[config.mk]
export PLATFORM = sky130hd
export DESIGN_NAME = wb_arbiter
export DESIGN_NICKNAME = d
export VERILOG_FILES = /design/src/rtl/wb_arbiter.sv
export SDC_FILE = /design/constraint.sdc
export NUM_CORES = 1
export LEC_CHECK = 0
export CAP_MARGIN = 20
export CORE_UTILIZATION = 54
export DETAILED_ROUTE_END_ITERATION = 12
export GPL_TIMING_DRIVEN = 0
export MAX_ROUTING_LAYER = met4
export PLACE_DENSITY = 0.87
export REMOVE_ABC_BUFFERS = 1
export SETUP_SLACK_MARGIN = 0.02
export SLEW_MARGIN = 20
export SYNTH_ARGS = -nofsm -noshare
export SYNTH_HDL_FRONTEND = slang
export SYNTH_SLANG_ARGS = --single-unit
[constraint.sdc]
create_clock -name clk -period 7.1 [get_ports clk]
set_input_delay 1.42 -clock clk [delete_from_list [all_inputs] [get_ports clk]]
set_output_delay 1.42 -clock clk [all_outputs]
set_load 0.005 [all_outputs]
[src/rtl/wb_arbiter.sv]
`default_nettype none
// +--------------------------------------------------------------------------+
// | wb_arbiter: regfile writeback arbiter between the main pipeline and a     |
// | buffered multi-cycle unit, with starvation guard and pending scoreboard.  |
// | Revision: 1.0                                                             |
// +--------------------------------------------------------------------------+
module wb_arbiter #(
    parameter int FIFO_DEPTH   = 2,
    parameter int STARVE_LIMIT = 4
) (
    input  logic        clk,
    input  logic        reset,
    input  logic        pipe_valid,
    input  logic [4:0]  pipe_wa,
    input  logic [63:0] pipe_wd,
    output logic        pipe_stall,
    input  logic        mdu_valid,
    output logic        mdu_ready,
    input  logic [4:0]  mdu_wa,
    input  logic [63:0] mdu_wd,
    input  logic        issue_valid,
    input  logic [4:0]  issue_rd,
    input  logic [4:0]  rs1,
    input  logic [4:0]  rs2,
    output logic        busy1,
    output logic        busy2,
    output logic        wen,
    output logic [4:0]  wa,
    output logic [63:0] wd
);

    localparam int AW = (FIFO_DEPTH > 1) ? $clog2(FIFO_DEPTH) : 1;
    localparam int CW = AW + 1;
    localparam int SW = $clog2(STARVE_LIMIT + 1);
    localparam logic [CW-1:0] DEPTH_C = CW'(FIFO_DEPTH);
    localparam logic [SW-1:0] LIMIT_C = SW'(STARVE_LIMIT);

    logic [4:0]    fifo_wa_q [FIFO_DEPTH];
    logic [63:0]   fifo_wd_q [FIFO_DEPTH];
    logic [AW-1:0] rd_ptr_q, rd_ptr_d;
    logic [AW-1:0] wr_ptr_q, wr_ptr_d;
    logic [CW-1:0] count_q, count_d;
    logic [SW-1:0] starve_q, starve_d;
    logic [31:0]   pending_q, pending_d;

    logic          fifo_empty;
    logic          fifo_full;
    logic          force_head;
    logic          push;
    logic          grant_head;
    logic          grant_pipe;
    logic [4:0]    head_wa;
    logic [63:0]   head_wd;
    logic [31:0]   inflight;

    assign fifo_empty = (count_q == '0);
    assign fifo_full  = (count_q == DEPTH_C);
    assign force_head = !fifo_empty && (starve_q == LIMIT_C);

    // A forced head pop is decided purely by registered state, so a full
    // FIFO can still accept a push in that cycle without any input-to-ready path.
    assign mdu_ready  = !fifo_full || force_head;
    assign push       = !reset && mdu_valid && mdu_ready;

    assign grant_head = !reset && !fifo_empty && (force_head || !pipe_valid);
    assign grant_pipe = !reset && pipe_valid && !force_head;
    assign head_wa    = fifo_wa_q[rd_ptr_q];
    assign head_wd    = fifo_wd_q[rd_ptr_q];

    always_comb begin
        wa = '0;
        wd = '0;
        if (grant_head) begin
            wa = head_wa;
            wd = head_wd;
        end else if (grant_pipe) begin
            wa = pipe_wa;
            wd = pipe_wd;
        end
        wen        = (grant_head || grant_pipe) && (wa != '0);
        pipe_stall = !reset && pipe_valid && !grant_pipe;
    end

    always_comb begin
        rd_ptr_d = rd_ptr_q + AW'(grant_head);
        wr_ptr_d = wr_ptr_q + AW'(push);
        count_d  = count_q + CW'(push) - CW'(grant_head);

        if (grant_head || fifo_empty) begin
            starve_d = '0;
        end else if (starve_q != LIMIT_C) begin
            starve_d = starve_q + SW'(1);
        end else begin
            starve_d = starve_q;
        end

        // Set is applied after clear so a same-cycle issue to the retiring register wins.
        pending_d = pending_q;
        if (grant_head) begin
            pending_d[head_wa] = 1'b0;
        end
        if (issue_valid && (issue_rd != '0)) begin
            pending_d[issue_rd] = 1'b1;
        end
    end

    always_comb begin
        inflight = pending_q;
        for (int i = 0; i < FIFO_DEPTH; i++) begin
            if (CW'(i) < count_q) begin
                inflight[fifo_wa_q[rd_ptr_q + AW'(i)]] = 1'b1;
            end
        end
        if (push) begin
            inflight[mdu_wa] = 1'b1;
        end
    end

    assign busy1 = !reset && (rs1 != '0) && inflight[rs1];
    assign busy2 = !reset && (rs2 != '0) && inflight[rs2];

    always_ff @(posedge clk) begin
        if (reset) begin
            rd_ptr_q  <= '0;
            wr_ptr_q  <= '0;
            count_q   <= '0;
            starve_q  <= '0;
            pending_q <= '0;
        end else begin
            rd_ptr_q  <= rd_ptr_d;
            wr_ptr_q  <= wr_ptr_d;
            count_q   <= count_d;
            starve_q  <= starve_d;
            pending_q <= pending_d;
        end
    end

    always_ff @(posedge clk) begin
        if (push) begin
            fifo_wa_q[wr_ptr_q] <= mdu_wa;
            fifo_wd_q[wr_ptr_q] <= mdu_wd;
        end
    end

endmodule
`default_nettype wire

# ---- Word level (Yosys, flattened, before mapping)
# Memories as Yosys holds them, arrays and structs flattened. A register that Yosys moved wholly into a read port is not among the register bits.
# Cells that the tools add are included.
dict set report op_classes {
  add_sub_neg 6
  multipliers 0
  n_div 0
  order_cmp 12
  n_eq_ne 3
  shift 0
  muxes 25
  bitwise 6
  reduce_logical 34
}
# operator count
set ops {}
lappend ops {{two-way mux 32 bit} 5}
lappend ops {{two-way mux 64 bit} 2}
lappend ops {{bitwise OR 32 bit} 4}
lappend ops {{< comparator 5 x 6 -> 1 bit (second input constant)} 6}
lappend ops {{bitwise AND 32 bit} 1}
lappend ops {{NOT 32 bit} 1}
lappend ops {{demux 1 bit (select 5 bit)} 4}
lappend ops {{greater-or-equal comparator 5 x 1 -> 1 bit (second input constant)} 4}
lappend ops {{nonzero test 5 bit} 4}
lappend ops {{logical AND 1 bit} 18}
lappend ops {{binary-select mux 1 bit (select 5 bit)} 2}
lappend ops {{two-way mux 1 bit} 10}
lappend ops {{two-way mux 5 bit} 2}
lappend ops {{logical NOT 1 bit} 6}
lappend ops {{logical OR 1 bit} 4}
lappend ops {{< comparator 1 x 2 -> 1 bit (first input constant)} 2}
lappend ops {{adder 3 x 1 -> 3 bit (second input constant)} 1}
lappend ops {{equality test 3 bit (second input constant)} 1}
lappend ops {{!= test 3 bit (second input constant)} 1}
lappend ops {{adder 1 bit} 2}
lappend ops {{adder 2 x 1 -> 2 bit} 1}
lappend ops {{equality test 2 bit (second input constant)} 1}
lappend ops {{logical NOT 2 bit} 1}
lappend ops {{OR reduction 2 bit} 1}
lappend ops {{2 further kinds} 2}
dict set report word_totals {
  reg_bits 39
  latchBits 0
  mem_bits_rw 138
  rom_bits 0
  out_inout_bits 74
  elab_cells 93
  n_memories 2
}
# name words width read_ports rd_ports_with_merged_regs wr line_no
set memory_table {}
lappend memory_table {fifo_wd_q 2 64 1 1 1 39} ;# logic [63:0] fifo_wd_q [FIFO_DEPTH];
lappend memory_table {fifo_wa_q 2 5 2 1 1 38} ;# logic [4:0] fifo_wa_q [FIFO_DEPTH];

# ---- Longest topological paths before layout
dict set report logic_depth {
  ltp_word 13
  ltp_mapped 12
  mapped_depth_nobuf 10
}

# ---- Least setup slack after synthesis
# Ideal clock, no wire load.
dict set report synth_timing {
  path_type {input to output}
  start {in mdu_wa[4]}
  end {out busy2}
  t_arrival_ns 3.248
  t_required_ns 5.680
  slack_ns 2.432
  path_stages 9
  n_path_buf 1
  cell_sequence {clkbuf_1 > or3b_2 > a211oi_1 > a2111oi_0 > mux4_2 > nand3_1 > nand2_1 > a21oi_1 > and4_1}
}
dict set report synth_between {
  elab_chain_len 9
  elab_cells_between_ends 10
  cone_classes {2 x order compare; 5 x mux; 1 x bitwise; 2 x reduce/logical}
}
# element line_no
set synth_rtl {}
lappend synth_rtl {{start, declared} 19} ;# input logic [4:0] mdu_wa,
lappend synth_rtl {{< comparator 5 x 6 -> 1 bit (implied by the code) or greater-or-equal comparator 5 x 1 -> 1 bit (tied branches)} 115} ;# inflight[mdu_wa] = 1'b1;
lappend synth_rtl {{logical AND 1 bit (implied by the code)} 115}
lappend synth_rtl {{two-way mux 1 bit (implied by the code)} 115}
lappend synth_rtl {{demux 1 bit (select 5 bit) (*)} 115}
lappend synth_rtl {{bitwise OR 32 bit (no line) (*)} n/a}
lappend synth_rtl {{two-way mux 32 bit (*)} 114} ;# if (push) begin
lappend synth_rtl {{binary-select mux 1 bit (select 5 bit) (*)} 120} ;# assign busy2 = !reset && (rs2 != '0) && inflight[rs2];
lappend synth_rtl {{two-way mux 1 bit (implied by the code) (*)} 120}
lappend synth_rtl {{logical AND 1 bit (*)} 120}
lappend synth_rtl {{end, declared} 26} ;# output logic busy2,
# Mark *: on every way between the ends. The rest lies on a longest branch, timed or not. The select of a mux whose other input is x is not followed.

# ---- Worst setup path in the final report
dict set report layout_timing {
  start {in mdu_wa[1]}
  end {out busy1}
}
dict set report layout_between {
  elab_chain_len 9
  elab_cells_between_ends 10
  cone_classes {2 x order compare; 5 x mux; 1 x bitwise; 2 x reduce/logical}
}
# element line_no
set layout_rtl {}
lappend layout_rtl {{< comparator 5 x 6 -> 1 bit (implied by the code) or greater-or-equal comparator 5 x 1 -> 1 bit (tied branches)} 115}
lappend layout_rtl {{logical AND 1 bit (implied by the code)} 115}
lappend layout_rtl {{two-way mux 1 bit (implied by the code)} 115}
lappend layout_rtl {{demux 1 bit (select 5 bit) (*)} 115}
lappend layout_rtl {{bitwise OR 32 bit (no line) (*)} n/a}
lappend layout_rtl {{two-way mux 32 bit (*)} 114}
lappend layout_rtl {{binary-select mux 1 bit (select 5 bit) (*)} 119} ;# assign busy1 = !reset && (rs1 != '0) && inflight[rs1];
lappend layout_rtl {{two-way mux 1 bit (implied by the code) (*)} 119}
lappend layout_rtl {{logical AND 1 bit (*)} 119}
lappend layout_rtl {{end, declared} 25} ;# output logic busy1,
# Marks and branches as above.

==> summary.md <==
| Metric | Value |
|---|---|
| Leakage | approximately 0.0040 uW |
| R2r worst-path depth | 9 |
| Final Power | roughly 2600 uW |
| DR WL met2 | between 10 and 15 mm |
| Initial Util | ~55% |
| Design area | approximately 0.012 mm^2 |
| CP Capture Type | output pin |
| DRC | 0 |
| Hold Fails Final Rpt | 0 |
| Startpoint Class | primary input |
| Final setup violation count | 0 |
| Slowest cell delay on critical path | between 700 and 800 ps |
| CP bufs+invs | 2 |
| Crit path DAT | around 4800 ps |
| Fmax | 160 MHz |
| Tightest Pin Transition | between 900 and 1000 ps |
| Post-DP HPWL | 20.3 mm |
| Top_reg_cell synth | edfxtp_1 |
| Clock sinks | 177 |
| Distinct cells, synth | 64 |
| Seq/Total Area, Yosys | between 50% and 60% |
| Reg clk slew, reported paths | 70 ps |
| Status | finished, final reports clean |
| Top Layer Used | met4 |
| RSZ-0062 raised after global routing | false |
| Combinational fraction of design power | 18.8% |
| GRT Total Usage | approximately a third |
| Via count | between 8k and 9k |
| PwrDens | ~210 mW/mm^2 |
| Critical-path cell list | clkdlybuf4s50_1 > or2_2 > a211oi_1 > a21oi_1 > a32oi_1 > a22oi_1 > a21oi_1 > o311ai_1 > o21ai_1 > clkdlybuf4s50_1 |
| Syn Area/Cell | 10.4 um^2 |
| Hold Slack | 482 ps |
| Asr flop ratio synth | 0% |
| Fin crit share | 88.0% |
| Data required time at the worst endpoint | 5680 ps |
| Hold buffer count at cts | 0 |
| Grt ovf | 0 |
| Slew headroom | between 30% and 40% |
| Largest net degree at the start of global routing | 63 |
| Worst min-delay path class | flop to flop |
| Die Y-Extent | between 100 and 150 um |
| Ports | 232 |
| Synth warn | 0 |
| DRT met1 WL | about 11 mm |
| Vias/cell | between 6 and 7 |
| Final Max Tran Viols | 0 |
| Routed Antenna Nets | 0 |
| Switching power | approximately 690 uW |
| Pint | around 1900 uW |
| Layout net count | ~1.2k |
| Post-CTS sizing | 0 |
| Row cnt | 47 |
| Worst skew pair latency | between 400 and 500 ps |
| Drt pass-1 iters | 5 |
| Core area | around 0.017 mm^2 |
| Most frequent cells in the layout | 230 x clkdlybuf4s50_1, 156 x nand2_1, 138 x edfxtp_1, 107 x o21ai_0, 69 x mux2i_1 |
| Port Buffer Count | ~230 |
| Final weighted congestion in routability-driven placement | around 0.98 |
| Die footprint | about 0.017 mm^2 |
| Largest fanout on the critical path | 12 |
| Initial antenna violation count | 1 |
| Clk pwr share | around 34% |
| Clk_skew | between 9 and 10 ps |
| Setup Fix Bufs, Post-CTS | 0 |
| CP Depth | 10 |
| Die W | about 130 um |
| Yosys reg bits | around 180 |
| Area post-placement | between 0.01 and 0.015 mm^2 |
| Drt wl/cell | roughly 21 um |
| Post-synthesis instance total | around 880 |
| Layout cells sized above 1 | under 10% |
| Vias in the first global route | between 8k and 9k |
| Most common cell after layout, fill and taps aside | clkdlybuf4s50_1 |
| Initial DRC Count | roughly 870 |
| Flop pwr share | a little under half |
| Max VDD drop | roughly 0.00018 V |
| Top cell family by delay on the critical path | compound AO/OA/AOI/OAI gates |
| Worst-case clock buffer depth | 2 |
| CTS H-Tree Depth | 4 |
| First-pass GRT wire length | ~43 mm |
| Hold Crit Depth | 2 |
| DR WL met3 | 2.15 mm |
| CP max stage cell | a211oi_1 |
| Fillers | 1,100 |
| Area Growth Syn to Fin | 33.6% |
| Net Sw Frac | 27.1% |
| Final wirelength | about 28 mm |
| Clock root cell | clkbuf_16 |
| Max Cap Viol | 0 |
| Minimum clock period | 6250 ps |
| CP Class | primary input to output pin |
| Final Util | 73.9% |
| Number of flops mapped to enable cells by yosys | approximately 140 |
| CTS buffer count | 17 |
| CTS tree | built |
| Cell area after synthesis | roughly 0.009 mm^2 |
cell type report:
class / instances / area (um^2) / share of cell area, %
antenna: 1 / 2.50 / 0.0205
clock buffer: 18 / 429 / 3.52
clock inverter: 14 / 124 / 1.01
inverter: 13 / 48.8 / 0.400
multi-input combinational: 632 / 3970 / 32.5
sequential: 177 / 4930 / 40.4
tap: 220 / 275 / 2.25
timing repair buffer: 237 / 2430 / 19.9
registers in the layout, indices dropped and copies added (netlist names):
signal,flops
fifo_wa_q,10
rd_ptr_q,1
wr_ptr_q,1
fifo_wd_q,128
count_q,2
pending_q,32
starve_q,3
power by group through the flow:
stage / Combinational [uW] / Sequential, uW / Clock, uW
2_1_floorplan: 209 / 1230 / 0
3_5_place_dp: 474 / 1230 / 0
5_1_grt: 516 / 1210 / 926
6_report: 482 / 1210 / 876
3_3_place_gp: 457 / 1240 / 0
4_1_cts: 478 / 1210 / 884
cells by family (layout without fill, tap and decap cells):
logic type / Yosys count / count (layout) / share of synthesized area (%)
flops: 177 / 177 / 53.9
fa+ha+maj: 6 / 6 / 0.822
simple gates: 278 / 278 / 15.0
mux: 79 / 79 / 9.34
buf+inv: 68 / 282 / 3.08
xor+xnor: 3 / 3 / 0.288
other cells: 0 / 1 / 0
compound gates: 266 / 266 / 17.6
routing by layer:
layer,up-vias,GRT usage [%]
li1,3731,-
met4,0,15.2
met5,-,-
met3,82,6.34
met1,3872,40.1
met2,415,54.4
worst reg2reg max path: stages (launching register included):
cell and delay, ps:
dfxtp_1 320, inv_1 70, ha_1 170, nand2_1 400, a211o_2 660, buf_12 250
nor2_1 270, nand2_1 280, o21ai_0 290, a21oi_1 110
cells in the mapped netlist (14+ instances only):
master,count,area share [%]
dfxtp_1,39,8.5
nor2_1,26,1.1
edfxtp_1,138,45
nand3_1,14,0.77
clkbuf_1,33,1.4
a22oi_1,19,1.6
nand2b_1,14,0.96
mux2i_1,69,7.6
nand2_1,156,6.4
a21oi_1,61,3.3
o21ai_0,107,5.9
a2111oi_0,14,1.3
final timing paths:
kind                                    start             to  slack, ps
worst min register to register  pending_q[23]  pending_q[23]        480
worst max-delay path                mdu_wa[1]          busy1        850
worst min-delay path            pending_q[23]  pending_q[23]        480
worst max register to register    starve_q[0]  pending_q[19]       4160
metrics by stage:
step                setup TNS, ps  cells  worst slack (ps)
finish                          0   1312               855
global route                    0   1312               594
CTS                             0   1311               916
detailed placement              0   1279               928
global placement          -107340   1273             -2180
floorplan                       0    822               679
Power figures use the tool's default switching activity.
